**src/rtl/router_fsm_if.sv**
```systemverilog
// Control/status bundle between the 1x3 router input side, register block and FIFOs
// and the router control FSM.
interface router_fsm_if #(
  parameter int NUM_PORTS = 3,
  parameter int ADDR_W    = 2
);
  logic                 pkt_valid;
  logic [ADDR_W-1:0]    data_in;
  logic                 fifo_full;
  logic [NUM_PORTS-1:0] fifo_empty;
  logic [NUM_PORTS-1:0] soft_reset;
  logic                 parity_done;
  logic                 low_pkt_valid;
  logic                 detect_add;
  logic                 lfd_state;
  logic                 ld_state;
  logic                 laf_state;
  logic                 full_state;
  logic                 rst_int_reg;
  logic                 write_enb_reg;
  logic                 busy;
  logic [ADDR_W-1:0]    dest_addr;

  modport master (
    output pkt_valid, data_in, fifo_full, fifo_empty, soft_reset, parity_done, low_pkt_valid,
    input  detect_add, lfd_state, ld_state, laf_state, full_state, rst_int_reg,
           write_enb_reg, busy, dest_addr
  );

  modport slave (
    input  pkt_valid, data_in, fifo_full, fifo_empty, soft_reset, parity_done, low_pkt_valid,
    output detect_add, lfd_state, ld_state, laf_state, full_state, rst_int_reg,
           write_enb_reg, busy, dest_addr
  );
endinterface

```
**src/rtl/router_fsm.sv**
```systemverilog
// Control FSM for the 1x3 packet router: decodes the header address and sequences
// the register block through header, payload, FIFO-full and parity phases.
module router_fsm #(
  parameter int NUM_PORTS = 3,
  parameter int ADDR_W    = 2
) (
  input  logic         clock,
  input  logic         reset,
  router_fsm_if.slave  bus
);

  typedef enum logic [2:0] {
    DA  = 3'd0,
    LFD = 3'd1,
    LD  = 3'd2,
    FFS = 3'd3,
    LAF = 3'd4,
    LP  = 3'd5,
    CPE = 3'd6,
    WTE = 3'd7
  } state_t;

  localparam int SEL_W = 1 << ADDR_W;

  state_t            state, state_next;
  logic [ADDR_W-1:0] dest_addr;
  logic [SEL_W-1:0]  empty_ext, soft_ext;
  logic              addr_valid;

  // Widen the per-port vectors to the full address range so any address indexes safely.
  always_comb begin
    empty_ext                  = '0;
    soft_ext                   = '0;
    empty_ext[NUM_PORTS-1:0]   = bus.fifo_empty;
    soft_ext[NUM_PORTS-1:0]    = bus.soft_reset;
    addr_valid = {1'b0, bus.data_in} < (ADDR_W+1)'(NUM_PORTS);
  end

  // NOTE: every output of this block gets a default first so no path infers a latch.
  always_comb begin
    state_next = state;
    case (state)
      DA:  if (bus.pkt_valid && addr_valid)
             state_next = empty_ext[bus.data_in] ? LFD : WTE;
      WTE: if (empty_ext[dest_addr]) state_next = LFD;
      LFD: state_next = LD;
      LD:  if (bus.fifo_full)       state_next = FFS;
           else if (!bus.pkt_valid) state_next = LP;
      FFS: if (!bus.fifo_full) state_next = LAF;
      LAF: if (bus.parity_done)        state_next = DA;
           else if (bus.low_pkt_valid) state_next = LP;
           else                        state_next = LD;
      LP:  state_next = CPE;
      CPE: state_next = bus.fifo_full ? FFS : DA;
      default: state_next = DA;
    endcase
    // A read-side timeout on the selected port aborts the packet from any busy phase.
    if (state != DA && soft_ext[dest_addr]) state_next = DA;
  end

  // NOTE: sequential state uses non-blocking assignments so all flops update together.
  always_ff @(posedge clock) begin
    if (reset) begin
      state     <= DA;
      dest_addr <= '0;
    end else begin
      state <= state_next;
      if (state == DA && bus.pkt_valid && addr_valid) dest_addr <= bus.data_in;
    end
  end

  assign bus.detect_add    = (state == DA);
  assign bus.lfd_state     = (state == LFD);
  assign bus.ld_state      = (state == LD);
  assign bus.laf_state     = (state == LAF);
  assign bus.full_state    = (state == FFS);
  assign bus.rst_int_reg   = (state == CPE);
  assign bus.write_enb_reg = (state == LD) || (state == LP) || (state == LAF);
  assign bus.busy          = (state != DA) && (state != LD);
  assign bus.dest_addr     = dest_addr;

endmodule
```
**src/flat_wrapper.sv**
```systemverilog
// flat-port wrapper written by rule: the top's interface ports become plain ports
module router_fsm_flat 
#(
  parameter int NUM_PORTS = 3,
  parameter int ADDR_W    = 2
)
  (clock, reset, bus_pkt_valid, bus_data_in, bus_fifo_full, bus_fifo_empty, bus_soft_reset, bus_parity_done, bus_low_pkt_valid, bus_detect_add, bus_lfd_state, bus_ld_state, bus_laf_state, bus_full_state, bus_rst_int_reg, bus_write_enb_reg, bus_busy, bus_dest_addr);
  router_fsm_if #(.NUM_PORTS(NUM_PORTS), .ADDR_W(ADDR_W)) bus_i ();
  input  logic clock;
  input  logic reset;
  input wire logic [$bits(bus_i.pkt_valid)-1:0] bus_pkt_valid;
  input wire logic [$bits(bus_i.data_in)-1:0] bus_data_in;
  input wire logic [$bits(bus_i.fifo_full)-1:0] bus_fifo_full;
  input wire logic [$bits(bus_i.fifo_empty)-1:0] bus_fifo_empty;
  input wire logic [$bits(bus_i.soft_reset)-1:0] bus_soft_reset;
  input wire logic [$bits(bus_i.parity_done)-1:0] bus_parity_done;
  input wire logic [$bits(bus_i.low_pkt_valid)-1:0] bus_low_pkt_valid;
  output wire logic [$bits(bus_i.detect_add)-1:0] bus_detect_add;
  output wire logic [$bits(bus_i.lfd_state)-1:0] bus_lfd_state;
  output wire logic [$bits(bus_i.ld_state)-1:0] bus_ld_state;
  output wire logic [$bits(bus_i.laf_state)-1:0] bus_laf_state;
  output wire logic [$bits(bus_i.full_state)-1:0] bus_full_state;
  output wire logic [$bits(bus_i.rst_int_reg)-1:0] bus_rst_int_reg;
  output wire logic [$bits(bus_i.write_enb_reg)-1:0] bus_write_enb_reg;
  output wire logic [$bits(bus_i.busy)-1:0] bus_busy;
  output wire logic [$bits(bus_i.dest_addr)-1:0] bus_dest_addr;
  assign bus_i.pkt_valid = bus_pkt_valid;
  assign bus_i.data_in = bus_data_in;
  assign bus_i.fifo_full = bus_fifo_full;
  assign bus_i.fifo_empty = bus_fifo_empty;
  assign bus_i.soft_reset = bus_soft_reset;
  assign bus_i.parity_done = bus_parity_done;
  assign bus_i.low_pkt_valid = bus_low_pkt_valid;
  assign bus_detect_add = bus_i.detect_add;
  assign bus_lfd_state = bus_i.lfd_state;
  assign bus_ld_state = bus_i.ld_state;
  assign bus_laf_state = bus_i.laf_state;
  assign bus_full_state = bus_i.full_state;
  assign bus_rst_int_reg = bus_i.rst_int_reg;
  assign bus_write_enb_reg = bus_i.write_enb_reg;
  assign bus_busy = bus_i.busy;
  assign bus_dest_addr = bus_i.dest_addr;
  router_fsm #(.NUM_PORTS(NUM_PORTS), .ADDR_W(ADDR_W)) u_core (.clock(clock), .reset(reset), .bus(bus_i));
endmodule
```
**config.mk**
```make
export PLATFORM = sky130hd
export DESIGN_NAME = router_fsm_flat
export DESIGN_NICKNAME = d
export VERILOG_FILES = /design/src/rtl/router_fsm_if.sv /design/src/rtl/router_fsm.sv /design/src/flat_wrapper.sv
export SDC_FILE = /design/constraint.sdc
export NUM_CORES = 1
export LEC_CHECK = 0
export CORE_MARGIN = 8
export CORE_UTILIZATION = 27
export DETAILED_ROUTE_END_ITERATION = 16
export DONT_BUFFER_PORTS = 1
export PLACE_DENSITY = 0.44
export SYNTH_ARGS = -nofsm -noshare
export SYNTH_HDL_FRONTEND = slang
export SYNTH_SLANG_ARGS = --single-unit
export TNS_END_PERCENT = 20
```
**constraint.sdc**
```tcl
create_clock -name clock -period 1.7 [get_ports clock]
set_input_delay 0.425 -clock clock [delete_from_list [all_inputs] [get_ports clock]]
set_output_delay 0.425 -clock clock [all_outputs]
set_load 0.05 [all_outputs]
```
==> results of run 1 <==
==> power by group <==
group          internal, mW  total (mW)  switching, mW  leakage (nW)
registers             0.165       0.251         0.0855        0.0422
logic                 0.341       0.981          0.640         0.204
clock network        0.0887       0.137         0.0479        0.0150
total                 0.595        1.37          0.774         0.261
==> per-stage QoR <==
stage                     setup slack, ns  hold WS (ns)  utilization, %
after detailed placement            0.135         0.499            32.0
after floorplan                    -0.170         0.495               -
after global routing               0.0313         0.237            33.9
final                              0.0670         0.247            33.9
after global placement              0.107         0.500            32.0
after CTS                         0.00287         0.241            33.8
==> metal layers <==
metal,global-route usage (%),part of all wire (%),vias to the layer above
li1,-,-,251
met1,6.50,37,221
met2,13.4,56,8
met3,2.58,5.2,2
met4,5.10,1.6,0
met5,0,0,-
==> layout make-up <==
cell class / instances / share of cell area [%]
multi-input cells: 51 / 61.6
flip-flops and latches: 5 / 16.1
repair buffers: 9 / 10.5
well taps: 27 / 5.24
clock buffers: 4 / 4.08
inverters: 3 / 2.52
==> how the worst min path moves through the flow <==
stage	cells after the start	to
after CTS	1	u_core.bus.dest_addr[1]
final	1	u_core.bus.dest_addr[1]
after detailed placement	1	u_core.bus.dest_addr[1]
after global routing	1	u_core.bus.dest_addr[1]
after global placement	1	u_core.bus.dest_addr[0]
after floorplan	1	u_core.bus.dest_addr[0]
==> cells in the final DEF, fill, tap and decap left out, types with 2 or more instances in the layout <==
| cell | n |
|---|---|
| nand2b_1 | 2 |
| a21oi_1 | 3 |
| inv_1 | 2 |
| buf_4 | 9 |
| o211ai_1 | 2 |
| nor3b_2 | 2 |
| nand3b_1 | 3 |
| o211a_1 | 2 |
| nor2b_1 | 4 |
| o21ai_0 | 2 |
| mux2i_1 | 4 |
| nor2_2 | 2 |
| and3_1 | 2 |
| dfxtp_2 | 3 |
| clkbuf_4 | 3 |
| nor2_1 | 5 |
| nor3_2 | 3 |
| dfxtp_1 | 2 |
| nand2_1 | 2 |
==> cell families after synthesis <==
kind of cell | count (synthesis) | share of synthesized area, %
buf+inv | 7 | 8.33
simple gates | 30 | 38.3
mux | 4 | 7.62
compound gates | 17 | 26.7
flops | 5 | 19.0
==> sequential cells by signal, summed over array words and instances (netlist names) <==
signal and count:
u_core.state 3, u_core.bus.dest_addr 2
==> timing repair <==
item / 4_1_cts / 5_1_grt
setup buffers: 0 / 0
setup endpoints to repair: 4 / 1
resized for setup: 4 / 1
hold buffers: 0 / 0
==> flow_summary.ini, run 1 <==
[outcome]
status = finished, final reports clean

[finish]
fillers = 202
multi_input_area_um2 = 397
nNetsFinal = 87
drive_above_1_share_pct = 40.3
area_growth_pct = 22.6
seq_area_um2 = 104
antenna_cells = 0
design_area_um2 = 644
final_cells = 99

[drt]
ant_nets = 0
drt_iter0_drc = 11
routed_via_density = 4.87
wl_per_cell_um = 13.3
vias = 482
routed_wl_mm = 1.32
remaining_drc_errors = 0
first_pass_iters = 4

[timing]
period_share_pct = 96.1
rsz0062_at_grt = false
max_freq_mhz = 612
tightestPinTransition_ns = 0.259
setup-violations-final = 0
fin_skew_ns = 0.00138
finalCriticalPeriod_ns = 1.63
slew_viol_final = 0
hold_violations = 0
relSlewSlack_pct = 82.2
final.setup.tns_ns = 0

[grt]
grt_first_pass_wirelength_mm = 1.95
grt_pass1_vias = 459
grt_max_degree = 12
antenna_found_initial = 0
grt-ovfl-total = 0
grtUsageTotal_pct = 7.34

[power_and_ir_drop]
vdd_drop_max_mv = 0.736
p_leak_nw = 0.261
power_mw = 1.37
cellPowerDensity_nw_per_um2 = 2120

[setup_path]
critical_path_arrival_ns = 1.21
crit_buf_inv = 1
worstSetupEndpoint = bus_detect_add
worstRegToRegCells = 5
start_kind = register
cp_slowest_stage_delay_ns = 0.46
endpoint_kind = output pin
critical-path-top-delay-family = simple AND/OR/NAND/NOR gates
worst-path-max-fanout = 9
crit_slowest_cell = or3_4
path_cells = or3_4 -> clkinv_4
r2r-end = u_core.state[2]
worstPathRequired_ns = 1.27
cp-startpoint = u_core.state[2]
path_depth = 2
reg2reg_slack_ns = 0.22
crit-reg2reg-launch = u_core.state[2]
path_class = reg2out

[logic_synthesis]
synth_largest_area_cell = dfxtp_1
ys_seq_elements = 5
synth_top_cell_area_share_pct = 19.0
netlist_top_cells_area = dfxtp_1, mux2i_1, nor2b_1
yosys.cell_types.count = 34
synth_seq_area_share_pct = 19.0
ys_warn_count = 0
syn_area_um2 = 526
postSynth.asyncResetShare_pct = 0
synth_edf_count = 0
avgSynthCellArea_um2 = 8.34
yosysMostFrequentCell = nor2_1
synth_ff_type = dfxtp_1
netlist_instances = 63
synth_fp_nets = 77
ys_top_cells_by_count = nor2_1, dfxtp_1, mux2i_1, nor2b_1

[placed_design]
gp_congestion = 0.811
io_buffers = 0
dpl_cell_area_um2 = 608
hpwl_mm = 1.10
dp_cells = 95

[cts]
clk_pin_slew_ns = 0.04
cts_root_buf = clkbuf_4
numClockSinks = 5
htree_levels = 1
clock_latency_ns = 0.24
clockBufferDepth = 2
numCtsBuffers = 3
cts_tree = done

[die]
ios = 24
rows = 16
core_area_um2 = 1900
die_w_um = 60.1
initial_utilization_pct = 27.6
die_h_um = 60.1
die_area_um2 = 3610

[min_path]
min_from = reset
hp-class = in2reg

[run]
drv_cap = 0
(Power assumes the default switching activity.)
==> run 2: changes to the inputs <==
--- a/config.mk
+++ b/config.mk
@@ -5,11 +5,14 @@
 export SDC_FILE = /design/constraint.sdc
 export NUM_CORES = 1
 export LEC_CHECK = 0
+export CELL_PAD_IN_SITES_DETAIL_PLACEMENT = 0
+export CELL_PAD_IN_SITES_GLOBAL_PLACEMENT = 1
 export CORE_MARGIN = 8
 export CORE_UTILIZATION = 27
+export CTS_BUF_LIST = sky130_fd_sc_hd__clkbuf_8 sky130_fd_sc_hd__clkbuf_16
 export DETAILED_ROUTE_END_ITERATION = 16
 export DONT_BUFFER_PORTS = 1
-export PLACE_DENSITY = 0.44
+export PLACE_DENSITY = 0.56
 export SYNTH_ARGS = -nofsm -noshare
 export SYNTH_HDL_FRONTEND = slang
 export SYNTH_SLANG_ARGS = --single-unit
==> flow_summary.ini, run 2 (same netlist as run 1, synthesis figures left out) <==
[timing]
rsz0062_at_grt = false
fin_ws_ns = 0.0355
hold_violations = 0
tightestPinTransition_ns = 0.263
finalCriticalPeriod_ns = 1.66
max_freq_mhz = 601
final.setup.tns_ns = 0
setup-violations-final = 0
fin_skew_ns = 0.000870
slew_viol_final = 0
relSlewSlack_pct = 81.9
period_share_pct = 97.9

[min_path]
holdPathStages = 1
hp-class = in2reg
hold_path_end = u_core.bus.dest_addr[0]
min_from = reset

[finish]
area_growth_pct = 25.0
final_cell_mix = buf_4, nor2_1, nor2b_1, mux2i_1
fillers = 214
drive_above_1_share_pct = 40.3
antenna_cells = 0
largest_register = u_core.state
mostFrequentLayoutCell = buf_4
final_util_pct = 34.5
nNetsFinal = 87
reg.largest.list = u_core.state (3), u_core.bus.dest_addr (2)
largest_reg_flops = 3

[cts]
htree_levels = 1
numCtsBuffers = 3
cts_tree = done
clockBufferDepth = 2
clk_pin_slew_ns = 0.04
numClockSinks = 5
clock_latency_ns = 0.22
cts_root_buf = clkbuf_8

[drt]
remaining_drc_errors = 0
routed_wl_mm = 1.44
vias = 492
routed_via_density = 4.97
wl_per_cell_um = 14.5
first_pass_iters = 4
drt_iter0_drc = 4
ant_nets = 0

[power_and_ir_drop]
p_leak_nw = 0.273
cellPowerDensity_nw_per_um2 = 2170
power_mw = 1.43
vdd_drop_max_mv = 0.768

[grt]
grt_first_pass_wirelength_mm = 2.35
antenna_found_initial = 0
grtUsageTotal_pct = 8.25
grt-ovfl-total = 0
grt_max_degree = 11
grt_pass1_vias = 536

[outcome]
status = finished, final reports clean

[die]
die_w_um = 60.1
rows = 16
initial_utilization_pct = 27.6
die_h_um = 60.1
die_area_um2 = 3610
ios = 24
core_area_um2 = 1900

[setup_path]
endpoint_kind = output pin
reg2reg_slack_ns = 0.18
r2r-end = u_core.state[2]
worst-path-max-fanout = 9
crit-reg2reg-launch = u_core.state[2]
start_kind = register
critical_path_arrival_ns = 1.24
worstPathRequired_ns = 1.27
path_class = reg2out
worstRegToRegCells = 5

[run]
drv_cap = 0

[placed_design]
pre_cts_slack_ns = 0.131
gp_congestion = 0.738
io_buffers = 0
hpwl_mm = 1.11
run 2: changes by cell type in the layout (fill, tap and decap cells not counted):
cell | previous run | this run
clkbuf_4 | 3 | 0
clkbuf_8 | 0 | 3
clkbuf_1 | 1 | 0
clkinv_2 | 0 | 1
clkinv_4 | 1 | 0
inv_1 | 2 | 3
or2_2 | 1 | 2
or2_4 | 1 | 0
run 2: per-stage QoR:
stage | cells | hold WS, ns | cell area, um2
after floorplan | 63 | 0.495 | 538
after CTS | 99 | 0.266 | 656
final | 99 | 0.274 | 657
after global placement | 95 | 0.497 | 608
after global routing | 99 | 0.264 | 657
after detailed placement | 95 | 0.498 | 608
run 2: worst max-delay path, cell delays in order (launching register included):
cell and delay [ns]:
dfxtp_2 0.36, or3_4 0.46, clkinv_2 0.20
run 2: what timing repair did:
action / in CTS / in global routing
endpoints found under the setup margin: 4 / 3
buffers inserted: 0 / 0
hold buffers: 0 / 0
resized for setup: 2 / 1
cloned: 0 / 0
run 2: report_power, final:
group	switching (mW)	internal, mW
Sequential	0.0867	0.166
Combinational	0.641	0.325
Clock	0.0561	0.155
run 2: routing by layer:
layer / share of wire, % / GRT usage [%] / vias up
li1: - / - / 247
met1: 42 / 9.15 / 239
met2: 52 / 13.4 / 6
met3: 5.8 / 3.87 / 0
met4: 0 / 2.72 / 0
met5: 0 / 0 / -
run 2: worst max-delay path by stage:
stage,from,cells past startpoint,end,slack [ns]
2_1_floorplan,u_core.state[1],4,bus_write_enb_reg,-0.17
3_3_place_gp,u_core.state[2],5,u_core.state[1],0.09
3_5_place_dp,u_core.state[2],5,u_core.state[1],0.13
4_1_cts,u_core.state[2],2,bus_detect_add,0.03
5_1_grt,u_core.state[2],3,bus_laf_state,0.002
6_report,u_core.state[2],2,bus_detect_add,0.04
run 2: cell type report:
cell class / instances / area, um2 / area share, %
Multi-Input combinational cell: 51 / 394 / 60.0
Sequential cell: 5 / 104 / 15.8
Clock buffer: 3 / 41.3 / 6.29
Timing Repair Buffer: 9 / 67.6 / 10.3
Inverter: 3 / 12.5 / 1.90
Clock inverter: 1 / 3.75 / 0.571
Tap cell: 27 / 33.8 / 5.14
==> run 3: changes to the inputs <==
--- a/config.mk
+++ b/config.mk
@@ -13,6 +13,7 @@
 export DETAILED_ROUTE_END_ITERATION = 16
 export DONT_BUFFER_PORTS = 1
 export PLACE_DENSITY = 0.56
+export SETUP_SLACK_MARGIN = 0.3
 export SYNTH_ARGS = -nofsm -noshare
 export SYNTH_HDL_FRONTEND = slang
 export SYNTH_SLANG_ARGS = --single-unit
==> flow_summary.ini, run 3 (same netlist as run 1, synthesis figures left out) <==
[outcome]
status = finished, final reports clean

[die]
die_h_um = 60.1
rows = 16
die_w_um = 60.1
die_area_um2 = 3610
initial_utilization_pct = 27.6
core_area_um2 = 1900
ios = 24

[grt]
grtUsageTotal_pct = 8.77
grt_first_pass_wirelength_mm = 2.48
grt_max_degree = 14
grt_pass1_vias = 523
grt-ovfl-total = 0
antenna_found_initial = 0

[timing]
hold_violations = 0
period_share_pct = 93.6
holdWs_ns = 0.281
slew_viol_final = 0
final.setup.tns_ns = 0
max_freq_mhz = 629
relSlewSlack_pct = 83.4
finalCriticalPeriod_ns = 1.59
fin_skew_ns = 0.000953
fin_ws_ns = 0.109
rsz0062_at_grt = true
setup-violations-final = 0
tightestPinTransition_ns = 0.242

[finish]
largest_register = u_core.state
mostFrequentLayoutCell = buf_4
drive_above_1_share_pct = 50.0
reg.largest.list = u_core.state (3), u_core.bus.dest_addr (2)
seq_area_um2 = 111
largest_reg_flops = 3
final_cell_mix = buf_4, buf_12, nor2_1, mux2i_1
multi_input_area_um2 = 432
antenna_cells = 0
fillers = 196
area_growth_pct = 59.0
nNetsFinal = 95
final_util_pct = 43.9

[power_and_ir_drop]
vdd_drop_max_mv = 0.848
cellPowerDensity_nw_per_um2 = 2240
power_mw = 1.88
p_leak_nw = 0.335

[setup_path]
crit_slowest_cell = or3_4
worstPathRequired_ns = 1.27
worst-path-max-fanout = 5
path_cells = or3_4 -> clkinv_4 -> buf_12
start_kind = register
endpoint_kind = output pin
crit_buf_inv = 2
path_class = reg2out
critical_path_arrival_ns = 1.17
cp_slowest_stage_delay_ns = 0.41
critical-path-top-delay-family = simple AND/OR/NAND/NOR gates

[cts]
clock_latency_ns = 0.21
cts_tree = done
clk_pin_slew_ns = 0.03
numCtsBuffers = 3
ctsHoldBuffers = 0
cts_root_buf = clkbuf_8
numClockSinks = 5
clockBufferDepth = 2
htree_levels = 1

[drt]
remaining_drc_errors = 0
routed_wl_mm = 1.58
vias = 533
ant_nets = 0
first_pass_iters = 4
drt_iter0_drc = 7
wl_per_cell_um = 14.7
routed_via_density = 4.98

[min_path]
hp-class = in2reg

[placed_design]
gp_congestion = 0.699
hpwl_mm = 1.25
io_buffers = 0
pre_cts_slack_ns = 0.204

[run]
drv_cap = 0
run 3: stage by stage:
stage,std cells,instance area (um2)
after floorplan,63,577
after global placement,96,709
after detailed placement,96,709
after CTS,104,800
after global routing,107,836
final,107,836
run 3: worst paths after layout:
kind | endpoint | from | slack [ns] | cells past startpoint
max | bus_detect_add | u_core.state[2] | 0.11 | 3
min | u_core.bus.dest_addr[1] | reset | 0.28 | 1
max reg2reg | u_core.state[2] | u_core.state[2] | 0.19 | 7
min reg2reg | u_core.bus.dest_addr[1] | u_core.bus.dest_addr[1] | 0.60 | 2
run 3: metal layers:
layer | wire [um] | global-route usage [%] | part of all wire [%]
met1 | 605 | 10.5 | 38
met2 | 852 | 14.8 | 54
met3 | 119 | 3.23 | 7.5
met4 | 0 | 1.02 | 0
met5 | 0 | 0 | 0
run 3: cell type report:
class | count | share of cell area [%]
Sequential cell | 5 | 13.3
Clock inverter | 1 | 0.449
Tap cell | 27 | 4.04
Inverter | 3 | 1.95
Clock buffer | 3 | 4.94
Multi-Input combinational cell | 51 | 51.6
Timing Repair Buffer | 17 | 23.7
run 3: power by group:
group | switching, mW | internal, mW | leakage (nW)
Clock | 0.0490 | 0.154 | 0.0269
Combinational | 0.761 | 0.648 | 0.265
Sequential | 0.0862 | 0.177 | 0.0431
run 3: worst reg2reg max path: stages, from the launching register on:
cell      delay, ns
dfxtp_4        0.35
or3_4          0.41
clkinv_4       0.07
buf_4          0.09
buf_4          0.10
o211ai_4       0.07
a32oi_1        0.22
o21a_1         0.14
run 3: what timing repair did:
item | 4_1_cts | 5_1_grt
pin swaps | 2 | 2
endpoints found under the setup margin | 11 | 13
setup buffers | 4 | 3
resized for setup | 6 | 4
